## config.mk

```make
export PLATFORM = sky130hd
export DESIGN_NAME = brent_kung_adder
export DESIGN_NICKNAME = d
export VERILOG_FILES = /design/src/rtl/bk_pkg.sv /design/src/rtl/bk_gp_cell.sv /design/src/rtl/brent_kung_adder.sv
export SDC_FILE = /design/constraint.sdc
export NUM_CORES = 1
export LEC_CHECK = 0
export ABC_AREA = 0
export CORE_MARGIN = 3
export CORE_UTILIZATION = 39
export CTS_CLUSTER_SIZE = 24
export DETAILED_ROUTE_END_ITERATION = 16
export PLACE_DENSITY = 0.8
export SYNTH_ARGS = -nofsm -noshare
export SYNTH_HDL_FRONTEND = slang
export SYNTH_SLANG_ARGS = --single-unit
```

## constraint.sdc

```tcl
create_clock -name clk -period 2.3 [get_ports clk]
set_input_delay 0.69 -clock clk [delete_from_list [all_inputs] [get_ports clk]]
set_output_delay 0.69 -clock clk [all_outputs]
set_load 0.02 [all_outputs]
```

## src/rtl/bk_pkg.sv

```systemverilog
`default_nettype none
// +----------------------------------------------------------------------------+
// | Package     : bk_pkg                                                       |
// | Description : Shared definitions for the Brent-Kung adder: maximum legal   |
// |               operand width, prefix-tree depth helper and the (g,p) pair   |
// |               type.                                                        |
// | Revision    : 1.0 - initial release                                        |
// +----------------------------------------------------------------------------+
package bk_pkg;

  // Widest operand the adder is qualified for.
  localparam int MAX_BITS = 128;

  // Generate/propagate pair carried through the prefix network.
  typedef struct packed {
    logic g;
    logic p;
  } gp_t;

  // Depth of the up-sweep tree for a power-of-two operand width.
  function automatic int LEVELS(input int width);
    return $clog2(width);
  endfunction

endpackage : bk_pkg
`default_nettype wire

```

## src/rtl/bk_gp_cell.sv

```systemverilog
`default_nettype none
// +----------------------------------------------------------------------------+
// | Module      : bk_gp_cell                                                   |
// | Description : Prefix "black" cell. Merges a higher-order (G,P) group with  |
// |               the adjacent lower-order group:                              |
// |                 G = g_hi | (p_hi & g_lo),  P = p_hi & p_lo                 |
// | Ports       : g_hi, p_hi  in  1  generate/propagate of the upper group     |
// |               g_lo, p_lo  in  1  generate/propagate of the lower group     |
// |               g_out       out 1  merged group generate                     |
// |               p_out       out 1  merged group propagate                    |
// | Revision    : 1.0 - initial release                                        |
// +----------------------------------------------------------------------------+
module bk_gp_cell
  import bk_pkg::*;
(
  input  logic g_hi,
  input  logic p_hi,
  input  logic g_lo,
  input  logic p_lo,
  output logic g_out,
  output logic p_out
);

  assign g_out = g_hi | (p_hi & g_lo);
  assign p_out = p_hi & p_lo;

endmodule : bk_gp_cell
`default_nettype wire

```

## src/rtl/brent_kung_adder.sv

```systemverilog
`default_nettype none
// +----------------------------------------------------------------------------+
// | Module      : brent_kung_adder                                             |
// | Description : Registered carry-lookahead adder, {Cout,SUM} = A + B + Cin,  |
// |               with a Brent-Kung parallel-prefix carry network. One cycle   |
// |               of latency, a new operand set accepted every clock.          |
// | Parameters  : bits  operand width, power of two in [2, MAX_BITS]           |
// | Ports       : clk   in   1     rising-edge clock                           |
// |               rst   in   1     asynchronous active-high reset              |
// |               A     in   bits  addend A                                    |
// |               B     in   bits  addend B                                    |
// |               Cin   in   1     carry in                                    |
// |               SUM   out  bits  registered sum                              |
// |               Cout  out  1     registered carry out                        |
// | Revision    : 1.0 - initial release                                        |
// +----------------------------------------------------------------------------+
module brent_kung_adder
  import bk_pkg::*;
#(
  parameter int bits = 64
) (
  input  logic            clk,
  input  logic            rst,
  input  logic [bits-1:0] A,
  input  logic [bits-1:0] B,
  input  logic            Cin,
  output logic [bits-1:0] SUM,
  output logic            Cout
);

  localparam int L      = LEVELS(bits);
  // Stage 0 holds the bit-level (g,p); stages 1..L are the up-sweep,
  // stages L+1..2L-1 the down-sweep.
  localparam int NSTAGE = 2 * L;
  localparam int LAST   = NSTAGE - 1;

  if ((bits < 2) || (bits > MAX_BITS) || ((bits & (bits - 1)) != 0)) begin : g_bad_bits
    $error("brent_kung_adder: bits=%0d must be a power of two in [2,%0d]", bits, MAX_BITS);
  end

  // --------------------------------------------------------------------------
  // Bit-level pre-processing. Cin is absorbed into the bit-0 generate so the
  // prefix network never needs a separate carry input.
  // --------------------------------------------------------------------------
  logic [bits-1:0] w_g0;
  logic [bits-1:0] w_p0;

  assign w_p0 = A ^ B;
  assign w_g0 = (A & B) | {{(bits-1){1'b0}}, w_p0[0] & Cin};

  // --------------------------------------------------------------------------
  // Prefix network. Every stage carries a full (G,P) vector; positions that
  // do not combine at a given level simply pass their value through.
  // --------------------------------------------------------------------------
  for (genvar s = 0; s < NSTAGE; s++) begin : g_net
    logic [bits-1:0] w_g;
    logic [bits-1:0] w_p;

    if (s == 0) begin : g_pre
      assign w_g = w_g0;
      assign w_p = w_p0;
    end else begin : g_lvl
      localparam bit UP   = (s <= L);
      localparam int LV   = UP ? s : (2 * L - s);
      localparam int SPAN = 1 << LV;
      localparam int D    = 1 << (LV - 1);

      for (genvar i = 0; i < bits; i++) begin : g_bit
        // Up-sweep builds power-of-two aligned groups; down-sweep fills in the
        // intermediate prefixes from groups already complete down to bit 0.
        localparam bit ACTIVE = UP ? (((i + 1) % SPAN) == 0)
                                   : ((((i + 1) % SPAN) == D) && (i >= SPAN));
        if (ACTIVE) begin : g_cell
          bk_gp_cell u_cell (
            .g_hi  (g_net[s-1].w_g[i]),
            .p_hi  (g_net[s-1].w_p[i]),
            .g_lo  (g_net[s-1].w_g[i-D]),
            .p_lo  (g_net[s-1].w_p[i-D]),
            .g_out (w_g[i]),
            .p_out (w_p[i])
          );
        end else begin : g_pass
          assign w_g[i] = g_net[s-1].w_g[i];
          assign w_p[i] = g_net[s-1].w_p[i];
        end
      end
    end
  end

  // --------------------------------------------------------------------------
  // Sum formation. After both sweeps position i holds G[0:i] = carry into i+1.
  // The final group propagate has no consumer; fold it into a sink.
  // --------------------------------------------------------------------------
  logic [bits-1:0] w_carry;
  logic [bits-1:0] w_sum;
  logic            w_cout;
  logic            w_unused_p;

  assign w_carry    = {g_net[LAST].w_g[bits-2:0], Cin};
  assign w_sum      = w_p0 ^ w_carry;
  assign w_cout     = g_net[LAST].w_g[bits-1];
  assign w_unused_p = ^g_net[LAST].w_p;

  always_ff @(posedge clk or posedge rst) begin
    if (rst) begin
      SUM  <= '0;
      Cout <= 1'b0;
    end else begin
      SUM  <= w_sum;
      Cout <= w_cout;
    end
  end

endmodule : brent_kung_adder
`default_nettype wire

```

After elaboration in Yosys (flattened, before gate mapping) --
Index checks and enable logic that the tools add are counted.
Word-level totals: output and inout port bits 65, register bits 65
Operators by class: bitwise gates (word level) 302
Operator list (count):
- AND 1 bit | 178
- XOR 64 bit | 2
- bitwise OR 1 bit | 120
- AND 64 bit | 1
- bitwise OR 64 x 1 -> 64 bit | 1

Depth between registers and ports, before layout --
Gate-level depths: netlist of run 1.
depth in word-level cells 24, mapped depth 16

Modules after synthesis --
From an unflattened synthesis of run 1, not the netlist that was laid out.
Second synthesis, totals: cell total of the unflattened synthesis 434, area, all modules 4804.6 um^2
By module, submodules not included:
- brent_kung_adder | instances 1, area each 3002.9 um^2, cells each 194, sequential area each 1626.6 um^2
- bk_gp_cell | instances 120, area each 15.0 um^2, cells each 2, sequential area each 0.0 um^2

Worst setup path before layout of run 1 --
No wires, ideal clock.
path kind input to register, from input port A[0], to register SUM[55], path slack -1.099 ns, data arrival time 3.275 ns, path buffers 0, cell stages on the path 16, path through inv_1 > fa_1 > inv_1 > fa_1 > a21oi_1 > nor2_1 > o31ai_2 > o21ai_2 > a21oi_4 > o21ai_2 > nor2_2 > inv_2 > a21o_1 > a21o_1 > fa_1 > xor2_1
On the way: longest elaborated chain between the ends 22, elaborated cells between the ends (all ways) 23
RTL lines:
- start: declaration | line brent_kung_adder.sv:24 | input logic [bits-1:0] A,
- XOR 64 bit | line brent_kung_adder.sv:48 | assign w_p0 = A ^ B;
- AND 1 bit | line brent_kung_adder.sv:49 | assign w_g0 = (A & B) | {{(bits-1){1'b0}}, w_p0[0] & Cin};
- bitwise OR 64 x 1 -> 64 bit (*) | line brent_kung_adder.sv:49
- AND 1 bit (*) | line bk_gp_cell.sv:24 | assign g_out = g_hi | (p_hi & g_lo);
- bitwise OR 1 bit (*) | line bk_gp_cell.sv:24
- AND 1 bit (*) | line bk_gp_cell.sv:24
- bitwise OR 1 bit (*) | line bk_gp_cell.sv:24
- AND 1 bit (*) | line bk_gp_cell.sv:24
- (+7 left out)
- AND 1 bit (*) | line bk_gp_cell.sv:24
- bitwise OR 1 bit (*) | line bk_gp_cell.sv:24
- AND 1 bit (*) | line bk_gp_cell.sv:24
- bitwise OR 1 bit (*) | line bk_gp_cell.sv:24
- AND 1 bit (*) | line bk_gp_cell.sv:24
- bitwise OR 1 bit (*) | line bk_gp_cell.sv:24
- XOR 64 bit (*) | line brent_kung_adder.sv:100 | assign w_sum = w_p0 ^ w_carry;
- net w_sum[55] | line brent_kung_adder.sv:95 | logic [bits-1:0] w_sum;
- end signal: assignment | line brent_kung_adder.sv:109 | SUM <= w_sum;
- end: declaration | line brent_kung_adder.sv:27 | output logic [bits-1:0] SUM,
Mark *: on every way through the listed nets, which the timed path passes. The rest lies on a longest branch.

Final worst setup path of run 1 --
from input port A[33], to register SUM[55]
On the way: longest elaborated chain between the ends 17, elaborated cells between the ends (all ways) 24
RTL lines (line):
- AND 64 bit / XOR 64 bit (equally long branches) | brent_kung_adder.sv:49, brent_kung_adder.sv:48
- bitwise OR 64 x 1 -> 64 bit / AND 1 bit (equally long branches) | brent_kung_adder.sv:49, bk_gp_cell.sv:24
- bitwise OR 1 bit | bk_gp_cell.sv:24
- AND 1 bit | bk_gp_cell.sv:24
- bitwise OR 1 bit | bk_gp_cell.sv:24
- AND 1 bit | bk_gp_cell.sv:24
- bitwise OR 1 bit | bk_gp_cell.sv:24
- AND 1 bit | bk_gp_cell.sv:24
- (+2 left out)
- AND 1 bit (*) | bk_gp_cell.sv:24
- bitwise OR 1 bit (*) | bk_gp_cell.sv:24
- AND 1 bit (*) | bk_gp_cell.sv:24
- bitwise OR 1 bit (*) | bk_gp_cell.sv:24
- AND 1 bit (*) | bk_gp_cell.sv:24
- bitwise OR 1 bit (*) | bk_gp_cell.sv:24
- XOR 64 bit (*) | brent_kung_adder.sv:100
- net w_sum[55] | brent_kung_adder.sv:95
Marks and branches as above.

==> flow_metrics.env, run 1 <==
export IMPL_layout_commonest_cell="clkdlybuf4s50_1"
export IMPL_worst_path_buf_inv=2
export IMPL_utilization=0.756
export IMPL_startpoint_type="primary input"
export IMPL_cp_required_ps=2510
export IMPL_cts_tree="done"
export IMPL_min_period_ps=3300
export IMPL_synth_enable_flop_cells=0
export IMPL_path_class="in -> reg"
export IMPL_finish_net_count=948
export IMPL_synth_main_ff_cell="dfrtp_1"
export IMPL_syn_instance_count=383
export IMPL_fp_dieArea_um2=12700
export IMPL_cp_cell_sequence="clkdlybuf4s50_1 -> ha_1 -> a21o_1 -> a21o_1 -> a21oi_4 -> nor3_2 -> o31ai_4 -> o21ai_4 -> nor2_4 -> inv_2 -> a21o_1 -> a21o_1 -> fa_2 -> xor2_1"
export IMPL_rows=38
export IMPL_placed_area_um2=7500
export IMPL_cts_root_buf="clkbuf_16"
export IMPL_tightestPinTransition_ps=419
export IMPL_fin_area_um2=8310
export IMPL_slew_limit_headroom=0.719
export IMPL_path_delay_family="compound AO/OA/AOI/OAI gates"
export IMPL_postCtsHoldBufs=0
export IMPL_fillers=704
export IMPL_grt_pass1_vias=4743
export IMPL_dpl_hpwl_um=10600
export IMPL_synth_fp_nets=609
export IMPL_p_per_area_nw_per_um2=592
export IMPL_wl_per_cell_um=16.0
export IMPL_endpoint_kind="flop"
export IMPL_overflow=0
export IMPL_vias_per_cell=4.82
export IMPL_fin_crit_sh=1.43
export IMPL_drv_cap=0
export IMPL_async_flop_share=1.00
export IMPL_drive_above_1_share=0.339
export IMPL_dr_first_iter_drc_count=136
export IMPL_rsz0062_at_grt="yes"
export IMPL_p_total_mw=4.91
export IMPL_area_delta_synth_final_pct=86.9
export IMPL_synth_warnings=0
export IMPL_instances_no_fill=866
export IMPL_port_buffers=195
export IMPL_ir_drop_uv=377
export IMPL_critPathMaxFanout=3
export IMPL_hp_class="in -> reg"
export IMPL_min_path_cells=4
export IMPL_syn_area_um2=4440
export IMPL_hold_viol_final=0
export IMPL_multi_input_area_um2=3100
export IMPL_antenna_found_initial=0
export IMPL_placedCellCount=829
export IMPL_drt_first_pass_iters=4
export IMPL_cts_sinks=65
export IMPL_hold_ws_ps=778
export IMPL_insertedDiodeCount=0
export IMPL_synth_cell_types=41
export IMPL_dieHeight_um=113
export IMPL_setup_slack_ps=-995
export IMPL_worstPathArrival_ps=3500
export IMPL_htree_levels=3
export IMPL_crit_top_cell="a21o_1"
export IMPL_cts_buffers=9
export IMPL_antenna_left=0
export IMPL_ys_seq_area_frac=0.366
export IMPL_start_util=0.405
export IMPL_wirelength_um=13800
export IMPL_final_cell_mix="144 x clkdlybuf4s50_1, 128 x buf_4, 65 x dfrtp_1"
export IMPL_clockBufferDepth=2
export IMPL_fmax_mhz=303
export IMPL_syn_avg_cell_area_um2=11.6
export IMPL_slowest_stage="clkdlybuf4s50_1"
export IMPL_gp_congestion=0.858
export IMPL_via_count=4174
export IMPL_ys_seq_elements=65
export IMPL_pre_cts_ws_ps=-1830
export IMPL_status="finished, violations left"
export IMPL_p_leak_nw=3.94
export IMPL_drv_slew=0
export IMPL_critPathMaxStageDelay_ps=440
export IMPL_grt_pass1_wl_um=21600
export IMPL_core_area_um2=11000
export IMPL_grt_usage=0.213
export IMPL_grt_max_degree=66
export IMPL_clkTransAtPathRegs_ps=50
export IMPL_tns_ps=-41250
export IMPL_crit_cells=14
export IMPL_violations="negative setup slack"
export IMPL_ios=196
export IMPL_route_detailed_drc=0
export IMPL_die_x_um=113
export IMPL_seqCellArea_um2=1630
export IMPL_setup_viol=56
[power breakdown]
part           total, mW  switching [mW]  internal (mW)
combinational       2.22            1.03           1.18
sequential          1.46          0.0760           1.39
clock               1.23           0.478          0.755
[sequential cells by signal, indices dropped and copies added (netlist names)]
name and count:
SUM 64, Cout 1
[synth_stat cells, drive strengths merged (5+ instances only)]
library cell	count	area, um2
dfrtp	65	1630
ha	62	776
inv	49	184
fa	33	661
a21o	24	180
a21oi	23	145
nand2	22	82.6
xor2	22	193
o21ai	13	72.6
nor2	11	43.8
xnor2	9	78.8
nand4	8	50.1
nor3	5	30.0
o21bai	5	37.5
o31ai	5	75.1
or2	5	31.3
[logic make-up (layout without fill, tap and decap cells)]
| family | count (synthesis) | in the layout | synth area share |
|---|---|---|---|
| adder cells (fa/ha/maj) | 95 | 95 | 0.323 |
| flip-flops | 65 | 65 | 0.366 |
| XOR/XNOR | 31 | 31 | 0.0611 |
| AO/OA/AOI/OAI | 82 | 82 | 0.137 |
| buffers and inverters | 49 | 392 | 0.0414 |
| AND/OR/NAND/NOR | 61 | 61 | 0.0710 |
[per-layer routing]
layer	global-route usage	wire (um)	vias up
met5	0	0	-
met3	0.0374	733	31
met2	0.417	7850	140
li1	-	-	1984
met4	0.0841	352	0
met1	0.221	4890	2019
[timing repair]
action,in CTS,in global routing
buffers inserted,13,10
pin swaps,59,24
endpoints found under the setup margin,63,59
endpoints found under the hold margin,0,0
resized for setup,116,24
[final cells by class]
type,count,share of cell area
clock buffers,15,0.0310
inverters,49,0.0247
multi-input cells,269,0.373
flip-flops and latches,65,0.196
well taps,140,0.0211
repair buffers,328,0.354
[path summary, 6_finish.rpt]
check | slack [ps] | start | endpoint
max | -1000 | A[33] | SUM[55]
min | 780 | Cin | SUM[0]
max in group asynchronous | 1180 | rst | SUM[57]
min in group asynchronous | 810 | rst | SUM[5]
Note: power is estimated with default switching activity, not from simulation.
==> run 2, diff against run 1 <==
CORE_UTILIZATION = 35   (was 39)
CTS_BUF_LIST = sky130_fd_sc_hd__clkbuf_4 sky130_fd_sc_hd__clkbuf_8 sky130_fd_sc_hd__clkbuf_16   (was not set)
PLACE_DENSITY = 0.73   (was 0.8)
==> run 2 against run 1 <==
The flow still finishes with violations (negative setup slack). Via count fell by 0.19%. Sequential power barely moved. Largest power group unchanged. Hold slack got worse by 19 ps. Utilization fell by 4.3 points. Global-route usage fell by 1.3 points. First-iteration DRC count fell by 20%. Critical path depth rose by 4. Final cell count rose by 3.7%. Fmax fell by 0.59%. Non-clock buffer count rose by 4. Cell area rose by 4.9%. Setup slack got worse by 19 ps. Largest cell class unchanged.
==> flow_metrics.env, run 2 (same netlist as run 1, synthesis figures left out) <==
export IMPL_status="finished, violations left"
export IMPL_violations="negative setup slack"
export IMPL_fmax_mhz=302
export IMPL_p_total_mw=5.15
export IMPL_reg_largest_list="SUM x64, Cout x1"
export IMPL_fp_dieArea_um2=14100
export IMPL_placed_area_um2=7510
export IMPL_wl_per_cell_um=15.6
export IMPL_dieHeight_um=119
export IMPL_fillers=893
export IMPL_finish_net_count=952
export IMPL_setup_viol=59
export IMPL_dpl_hpwl_um=10600
export IMPL_drv_slew=0
export IMPL_cts_sinks=65
export IMPL_utilization=0.714
export IMPL_start_util=0.364
export IMPL_route_detailed_drc=0
export IMPL_min_path_cells=4
export IMPL_layout_commonest_cell="buf_4"
export IMPL_die_x_um=119
export IMPL_p_leak_nw=4.32
export IMPL_cts_root_buf="clkbuf_16"
export IMPL_antenna_found_initial=0
export IMPL_min_period_ps=3310
export IMPL_grt_usage=0.200
export IMPL_ir_drop_uv=392
export IMPL_cp_required_ps=2520
export IMPL_fin_area_um2=8710
export IMPL_p_per_area_nw_per_um2=591
export IMPL_regMostFlops="SUM"
export IMPL_hp_class="in -> reg"
export IMPL_antenna_left=0
export IMPL_grt_max_degree=37
export IMPL_dr_first_iter_drc_count=109
export IMPL_overflow=0
export IMPL_grt_pass1_wl_um=22500
export IMPL_port_buffers=195
export IMPL_clkTransAtPathRegs_ps=60
export IMPL_endpoint_kind="flop"
export IMPL_critPathMaxFanout=3
export IMPL_rows=40
export IMPL_rsz0062_at_grt="yes"
export IMPL_fin_crit_sh=1.44
export IMPL_worstPathArrival_ps=3540
export IMPL_insertedDiodeCount=0
export IMPL_htree_levels=3
export IMPL_cts_buffers=9
export IMPL_slew_limit_headroom=0.675
export IMPL_gp_congestion=0.806
export IMPL_multi_input_area_um2=3270
export IMPL_cts_tree="done"
export IMPL_final_cell_mix="127 x buf_4, 120 x clkdlybuf4s50_1, 65 x dfrtp_1"
export IMPL_hold_viol_final=0
export IMPL_drt_first_pass_iters=4
export IMPL_postCtsHoldBufs=0
export IMPL_drive_above_1_share=0.381
export IMPL_tightestPinTransition_ps=488
export IMPL_clockBufferDepth=2
export IMPL_setup_slack_ps=-1010
export IMPL_area_delta_synth_final_pct=96.1
export IMPL_via_count=4166
export IMPL_core_area_um2=12200
export IMPL_ios=196
export IMPL_vias_per_cell=4.64
export IMPL_drv_cap=0
export IMPL_seqCellArea_um2=1630
export IMPL_tns_ps=-41740
export IMPL_grt_pass1_vias=4893
export IMPL_wirelength_um=14000
export IMPL_startpoint_type="primary input"
export IMPL_path_class="in -> reg"
export IMPL_largest_reg_flops=64
## run 2: report_power, final
group	switching, mW	leakage [nW]	internal, mW	total [mW]
registers	0.0714	0.758	1.39	1.46
logic	1.06	3.41	1.22	2.28
clock network	0.507	0.152	0.901	1.41
## run 2: area by class of cell
| cell class | instances | share of cell area |
|---|---|---|
| Clock inverter | 3 | 0.00460 |
| Timing Repair Buffer | 332 | 0.355 |
| Tap cell | 168 | 0.0241 |
| Inverter | 49 | 0.0244 |
| Multi-Input combinational cell | 269 | 0.376 |
| Clock buffer | 12 | 0.0299 |
| Sequential cell | 65 | 0.187 |
## run 2: per-stage QoR
stage               hold slack (ps)  setup WS (ps)  std cells
floorplan                       828           -950        383
global placement               1180          -1790        855
detailed placement             1200          -1860        855
CTS                             745           -953        886
global route                    750          -1110        898
finish                          759          -1010        898
## run 2: critical path: stages
cell and delay [ps]:
buf_8 110, inv_12 40, fa_2 190, inv_2 40
fa_2 360, a21oi_4 190, nor2_4 70, o31ai_4 290
o21ai_4 110, buf_4 150, buf_4 120, buf_6 110
a21boi_2 160, o21a_1 170, o21bai_1 80, a21o_1 180
fa_2 330, xor2_1 140
## run 2: path summary, 6_finish.rpt
check                      from       to  slack (ps)
max                        A[0]  SUM[23]       -1010
min in group asynchronous   rst   SUM[4]         830
max in group asynchronous   rst  SUM[47]        1090
min                         Cin   SUM[0]         760
## run 2: routing by layer
layer | GRT usage | wire length (um) | vias up | share of wire
met4 | 0.0681 | 255 | 0 | 0.018
li1 | - | - | 1988 | -
met5 | 0 | 0 | - | 0
met1 | 0.198 | 4950 | 2028 | 0.35
met2 | 0.394 | 7980 | 125 | 0.57
met3 | 0.0526 | 834 | 25 | 0.059
## run 2: repair_timing
item | 4_1_cts | 5_1_grt
pin swaps | 54 | 55
setup endpoints to repair | 63 | 59
resized for setup | 106 | 98
setup buffers | 20 | 14
cloned | 0 | 0
==> run 3, diff against run 2 <==
RECOVER_POWER = 25   (was not set)
SLEW_MARGIN = 5   (was not set)
==> results of run 3 <==
The final DEF is identical to that of run 2; final timing and power are the same.
